[config.mk]
export PLATFORM = sky130hd
export DESIGN_NAME = mem_access_ctrl
export DESIGN_NICKNAME = d
export VERILOG_FILES = /design/src/rtl/mem_access_ctrl.sv
export SDC_FILE = /design/constraint.sdc
export NUM_CORES = 1
export LEC_CHECK = 0
export ABC_AREA = 1
export CORE_ASPECT_RATIO = 0.6
export CORE_MARGIN = 4
export CORE_UTILIZATION = 49
export CTS_BUF_LIST = sky130_fd_sc_hd__clkbuf_8 sky130_fd_sc_hd__clkbuf_16
export DETAILED_ROUTE_END_ITERATION = 16
export GPL_TIMING_DRIVEN = 0
export PLACE_DENSITY = 0.79
export SYNTH_ARGS = -nofsm -noshare
export SYNTH_HDL_FRONTEND = slang
export SYNTH_SLANG_ARGS = --single-unit
[constraint.sdc]
create_clock -name clk -period 1.8 [get_ports clk]
set_clock_uncertainty 0.05 [all_clocks]
set_input_delay 0.36 -clock clk [delete_from_list [all_inputs] [get_ports clk]]
set_output_delay 0.36 -clock clk [all_outputs]
set_load 0.02 [all_outputs]
[src/rtl/mem_access_ctrl.sv]
// rtl/mem_access_ctrl.sv - byte-serial big-endian load/store initiator; optional MISALIGN_TRAP_EN misalignment trap
module mem_access_ctrl #(
   parameter int ADDR_W = 8
) (
   input  logic              clk,
   input  logic              rst,
   input  logic              req_valid,
   output logic              req_ready,
   input  logic              req_write,
   input  logic [1:0]        req_size,
   input  logic              req_unsigned,
   input  logic [31:0]       req_addr,
   input  logic [31:0]       req_wdata,
   output logic              resp_valid,
   output logic [31:0]       resp_rdata,
   output logic              resp_err,
   output logic [ADDR_W-1:0] mem_addr,
   output logic              mem_re,
   output logic              mem_we,
   output logic [7:0]        mem_wdata,
   input  logic [7:0]        mem_rdata
);

   typedef enum logic [1:0] {S_IDLE, S_ISSUE, S_DRAIN, S_RESP} state_t;

   state_t              state, state_nx;
   logic [1:0]          idx, idx_nx;        // byte currently on the bus
   logic [1:0]          last, last_nx;      // index of final byte (0, 1 or 3)
   logic                is_wr, is_wr_nx;
   logic                is_uns, is_uns_nx;
   logic                rd_pend;            // mem_rdata carries a byte this cycle
   logic [31:0]         shreg, shreg_nx;    // remaining store bytes, MSB first
   logic [31:0]         acc, acc_nx;        // load bytes in arrival order
   logic [ADDR_W-1:0]   mem_addr_nx;
   logic                mem_re_nx, mem_we_nx;
   logic [7:0]          mem_wdata_nx;
   logic                resp_valid_nx, resp_err_nx;
   logic [31:0]         resp_rdata_nx;

   logic [1:0]          req_last;
   logic [ADDR_W-1:0]   req_base;
   logic [31:0]         req_lj;
   logic                unused_addr_bits;

   assign req_ready        = (state == S_IDLE);
   assign unused_addr_bits = ^req_addr[31:ADDR_W];

   // Extend the right-justified N-byte load value to 32 bits.
   function automatic logic [31:0] extend(input logic [31:0] v, input logic [1:0] l, input logic u);
      logic [31:0] r;
      case (l)
         2'd0:    r = {{24{v[7] & ~u}}, v[7:0]};
         2'd1:    r = {{16{v[15] & ~u}}, v[15:0]};
         default: r = v;
      endcase
      return r;
   endfunction

   // Decode request size, aligned base address and left-justified store operand.
   always_comb begin
      req_last = 2'd3;
      req_base = req_addr[ADDR_W-1:0];
      req_lj   = req_wdata;
      case (req_size)
         2'd0: begin
            req_last = 2'd0;
            req_lj   = {req_wdata[7:0], 24'h0};
         end
         2'd1: begin
            req_last    = 2'd1;
            req_base[0] = 1'b0;
            req_lj      = {req_wdata[15:0], 16'h0};
         end
         default: begin
            req_last      = 2'd3;
            req_base[1:0] = 2'b00;
         end
      endcase
   end

   // Next-state and next-output logic; all outputs are registered.
   always_comb begin
      state_nx      = state;
      idx_nx        = idx;
      last_nx       = last;
      is_wr_nx      = is_wr;
      is_uns_nx     = is_uns;
      shreg_nx      = shreg;
      acc_nx        = acc;
      mem_addr_nx   = mem_addr;
      mem_re_nx     = 1'b0;
      mem_we_nx     = 1'b0;
      mem_wdata_nx  = 8'h00;
      resp_valid_nx = 1'b0;
      resp_rdata_nx = 32'h0;
      resp_err_nx   = 1'b0;

      if (rd_pend) acc_nx = {acc[23:0], mem_rdata};

      case (state)
         S_IDLE: begin
            if (req_valid) begin
`ifdef MISALIGN_TRAP_EN
               if ((req_last == 2'd1 && req_addr[0]) ||
                   (req_last == 2'd3 && req_addr[1:0] != 2'b00)) begin
                  state_nx      = S_RESP;
                  resp_valid_nx = 1'b1;
                  resp_err_nx   = 1'b1;
               end else begin
`else
               begin
`endif
                  state_nx     = S_ISSUE;
                  idx_nx       = 2'd0;
                  last_nx      = req_last;
                  is_wr_nx     = req_write;
                  is_uns_nx    = req_unsigned;
                  acc_nx       = 32'h0;
                  mem_addr_nx  = req_base;
                  mem_we_nx    = req_write;
                  mem_re_nx    = ~req_write;
                  mem_wdata_nx = req_write ? req_lj[31:24] : 8'h00;
                  shreg_nx     = req_lj << 8;
               end
            end
         end
         S_ISSUE: begin
            if (idx == last) begin
               state_nx      = is_wr ? S_RESP : S_DRAIN;
               resp_valid_nx = is_wr;
            end else begin
               idx_nx       = idx + 2'd1;
               mem_addr_nx  = mem_addr + {{(ADDR_W-1){1'b0}}, 1'b1};
               mem_we_nx    = is_wr;
               mem_re_nx    = ~is_wr;
               mem_wdata_nx = is_wr ? shreg[31:24] : 8'h00;
               shreg_nx     = shreg << 8;
            end
         end
         S_DRAIN: begin
            state_nx      = S_RESP;
            resp_valid_nx = 1'b1;
            resp_rdata_nx = extend(acc_nx, last, is_uns);
         end
         default: begin
            state_nx = S_IDLE;
         end
      endcase
   end

   // State and output registers; reset abandons any transfer in flight.
   always_ff @(posedge clk or negedge rst) begin
      if (!rst) begin
         state      <= S_IDLE;
         idx        <= 2'd0;
         last       <= 2'd0;
         is_wr      <= 1'b0;
         is_uns     <= 1'b0;
         rd_pend    <= 1'b0;
         shreg      <= 32'h0;
         acc        <= 32'h0;
         mem_addr   <= '0;
         mem_re     <= 1'b0;
         mem_we     <= 1'b0;
         mem_wdata  <= 8'h00;
         resp_valid <= 1'b0;
         resp_rdata <= 32'h0;
         resp_err   <= 1'b0;
      end else begin
         state      <= state_nx;
         idx        <= idx_nx;
         last       <= last_nx;
         is_wr      <= is_wr_nx;
         is_uns     <= is_uns_nx;
         rd_pend    <= mem_re;
         shreg      <= shreg_nx;
         acc        <= acc_nx;
         mem_addr   <= mem_addr_nx;
         mem_re     <= mem_re_nx;
         mem_we     <= mem_we_nx;
         mem_wdata  <= mem_wdata_nx;
         resp_valid <= resp_valid_nx;
         resp_rdata <= resp_rdata_nx;
         resp_err   <= resp_err_nx;
      end
   end

endmodule

==> results.sh <==
export IMPL_clock_latency_ps=410
export IMPL_coreArea_um2=10600
export IMPL_async_reset_ff_share_pct=100
export IMPL_relSlewSlack_pct=53.1
export IMPL_initialDrtViolationCount=472
export IMPL_routed_wl_um=15800
export IMPL_cts_buffers=17
export IMPL_maxCapViolCount=0
export IMPL_drc=0
export IMPL_io_pins=132
export IMPL_place_congestion=0.871
export IMPL_hold_slack_ps=302
export IMPL_synth_ff_type="dfrtp_1"
export IMPL_grt_pass1_wl_um=24600
export IMPL_synth_edf_count=0
export IMPL_fmax_mhz=559
export IMPL_finalPower_mw=14.9
export IMPL_antenna_found_initial=0
export IMPL_start_util_pct=50.3
export IMPL_stdcell_area_um2=7440
export IMPL_final_cells=927
export IMPL_area_growth_syn_to_layout_pct=40.1
export IMPL_ir_drop_mv=1.03
export IMPL_cts_tree="yes"
export IMPL_hold_class="primary input to asynchronous set/reset pin"
export IMPL_setup_viol=0
export IMPL_tns_ps=0
export IMPL_worst_path_buf_inv=2
export IMPL_wl_per_cell_um=17.0
export IMPL_placed_cells=886
export IMPL_synth_distinct_cells=35
export IMPL_crit_family="flip-flops"
export IMPL_grt_overflow=0
export IMPL_grt_setup_unrepaired="true"
export IMPL_grt_max_degree=96
export IMPL_end_kind="output port"
export IMPL_path_max_fanout=4
export IMPL_ys_seq_elements=116
export IMPL_hpwl_um=10900
export IMPL_critPathMaxStageDelay_ps=410
export IMPL_final_nets=859
export IMPL_syn_area_per_cell_um2=8.29
export IMPL_seq_area_frac_synth_pct=54.7
export IMPL_crit_chain="inv_1 -> ha_2 -> buf_2"
export IMPL_cts_htree_levels=4
export IMPL_layout_drive_gt1_share_pct=11.8
export IMPL_hold_violations=0
export IMPL_syn_nets=725
export IMPL_synth_area_um2=5310
export IMPL_post_dp_cell_area_um2=6570
export IMPL_synthCells=641
export IMPL_final_common_cell="nand2_1"
export IMPL_layout_common_cells="nand2_1, dfrtp_1, nor2_1"
export IMPL_leakage_nw=3.75
export IMPL_die_x_um=142
export IMPL_ys_warn_count=0
export IMPL_dieHeight_um=88.6
export IMPL_drt_vias_per_instance=5.22
export IMPL_cp_arrival_ps=1380
export IMPL_clk_path_buf_depth=2
export IMPL_cp_data_required_time_ps=1390
export IMPL_dr_total_vias=4840
export IMPL_root_buffer="clkbuf_16"
export IMPL_grtUsageTotal_pct=25.6
export IMPL_antenna_left=0
export IMPL_dr_pass1_iters=5
export IMPL_worst_slew_pin_slew_ps=700
export IMPL_cts_sinks=116
export IMPL_n_antenna_cell=0
export IMPL_period_share_pct=99.4
export IMPL_powerDensity_nw_per_um2=2000
export IMPL_num_rows=29
export IMPL_crit_type="register to output port"
export IMPL_maxSlewViolCount=0
export IMPL_port_buffer_count=105
export IMPL_first_global_vias=4638
export IMPL_clk_pin_slew_ps=60
export IMPL_dieArea_um2=12600
export IMPL_period_needed_ps=1790
export IMPL_status="finished clean"
export IMPL_slowest_stage="dfrtp_1"
export IMPL_critPathLaunchType="register"
registers in the layout (all words and copies together) (netlist names):
signal	flops
shreg	24
is_uns	1
is_wr	1
mem_wdata	8
rd_pend	1
resp_valid	1
state	2
idx	2
mem_addr	8
mem_we	1
resp_rdata	32
mem_re	1
acc	32
last	2
stage by stage:
step | utilization [%] | setup WS [ps]
4_1_cts | 68.9 | 1.46
3_5_place_dp | 62.2 | -278
2_1_floorplan | - | 71.1
3_3_place_gp | 61.9 | -4030
5_1_grt | 70.5 | -31.5
6_report | 70.5 | 10.8
where the power goes:
group / total [mW] / internal [mW] / switching [mW]
registers: 4.12 / 3.62 / 0.499
logic: 6.83 / 2.62 / 4.21
clock network: 3.91 / 2.67 / 1.24
total: 14.9 / 8.91 / 5.95
synthesized netlist by cell type (2+ instances only):
cell      number  area, um2
a21oi_1       25        125
buf_1          5       18.8
buf_2          7       35.0
buf_4          3       22.5
buf_6          2       22.5
clkbuf_1       8       30.0
clkinv_1       3       11.3
dfrtp_1      116       2900
ha_1           5       62.6
inv_1         88        330
inv_2          4       15.0
nand2_1      150        563
nand2_2        4       25.0
nand3_1       21        105
nand3_2        2       20.0
nand4_1       11       68.8
nor2_1        92        345
nor2_2         2       12.5
o211ai_1       7       52.6
o21a_1         7       52.6
o21ai_0       49        245
o21ai_1        2       10.0
o21ai_2        8       70.1
o21bai_1       2       15.0
o22ai_1        8       50.1
kinds of logic after synthesis:
group / after synthesis / share of synthesized area (%)
flip-flops: 116 / 54.7
XOR/XNOR: 1 / 0.165
buffers and inverters: 122 / 9.52
adder cells (fa/ha/maj): 5 / 1.18
AND/OR/NAND/NOR: 285 / 22.1
other: 1 / 0.0706
AO/OA/AOI/OAI: 111 / 12.3
per-layer routing:
metal  GRT usage [%]  vias to the layer above  wire length [um]
li1                -                     2272                 -
met1            38.8                     2378              7720
met2            36.9                      177              6880
met3            6.16                       13              1020
met4            7.16                        0               166
met5               0                        -                 0
final timing paths:
path,startpoint,to,slack (ps),cells after the start
worst max-delay path,state[0],req_ready,10,3
worst min-delay path,rst,mem_addr[2],300,2
worst max register to register,state[0],shreg[21],40,9
worst min register to register,mem_re,rd_pend,350,0
max in group asynchronous,rst,acc[5],670,3
min in group clk,req_size[1],mem_wdata[7],330,3
layout make-up:
class | count | area, um2
plain buffers | 27 | 199
clock inverters | 13 | 229
fillers | 800 | 3120
multi-input cells | 403 | 1930
clock buffers | 19 | 453
inverters | 95 | 360
well taps | 139 | 174
repair buffers | 115 | 1190
flip-flops and latches | 116 | 2900
what timing repair did:
action	4_1_cts	5_1_grt
gates resized for setup	23	27
pin swaps	0	5
setup buffers	1	5
setup endpoints to repair	65	60
cloned	0	2
hold buffers	1	0
hold endpoints to repair	21	0
Power figures use the tool's default switching activity.
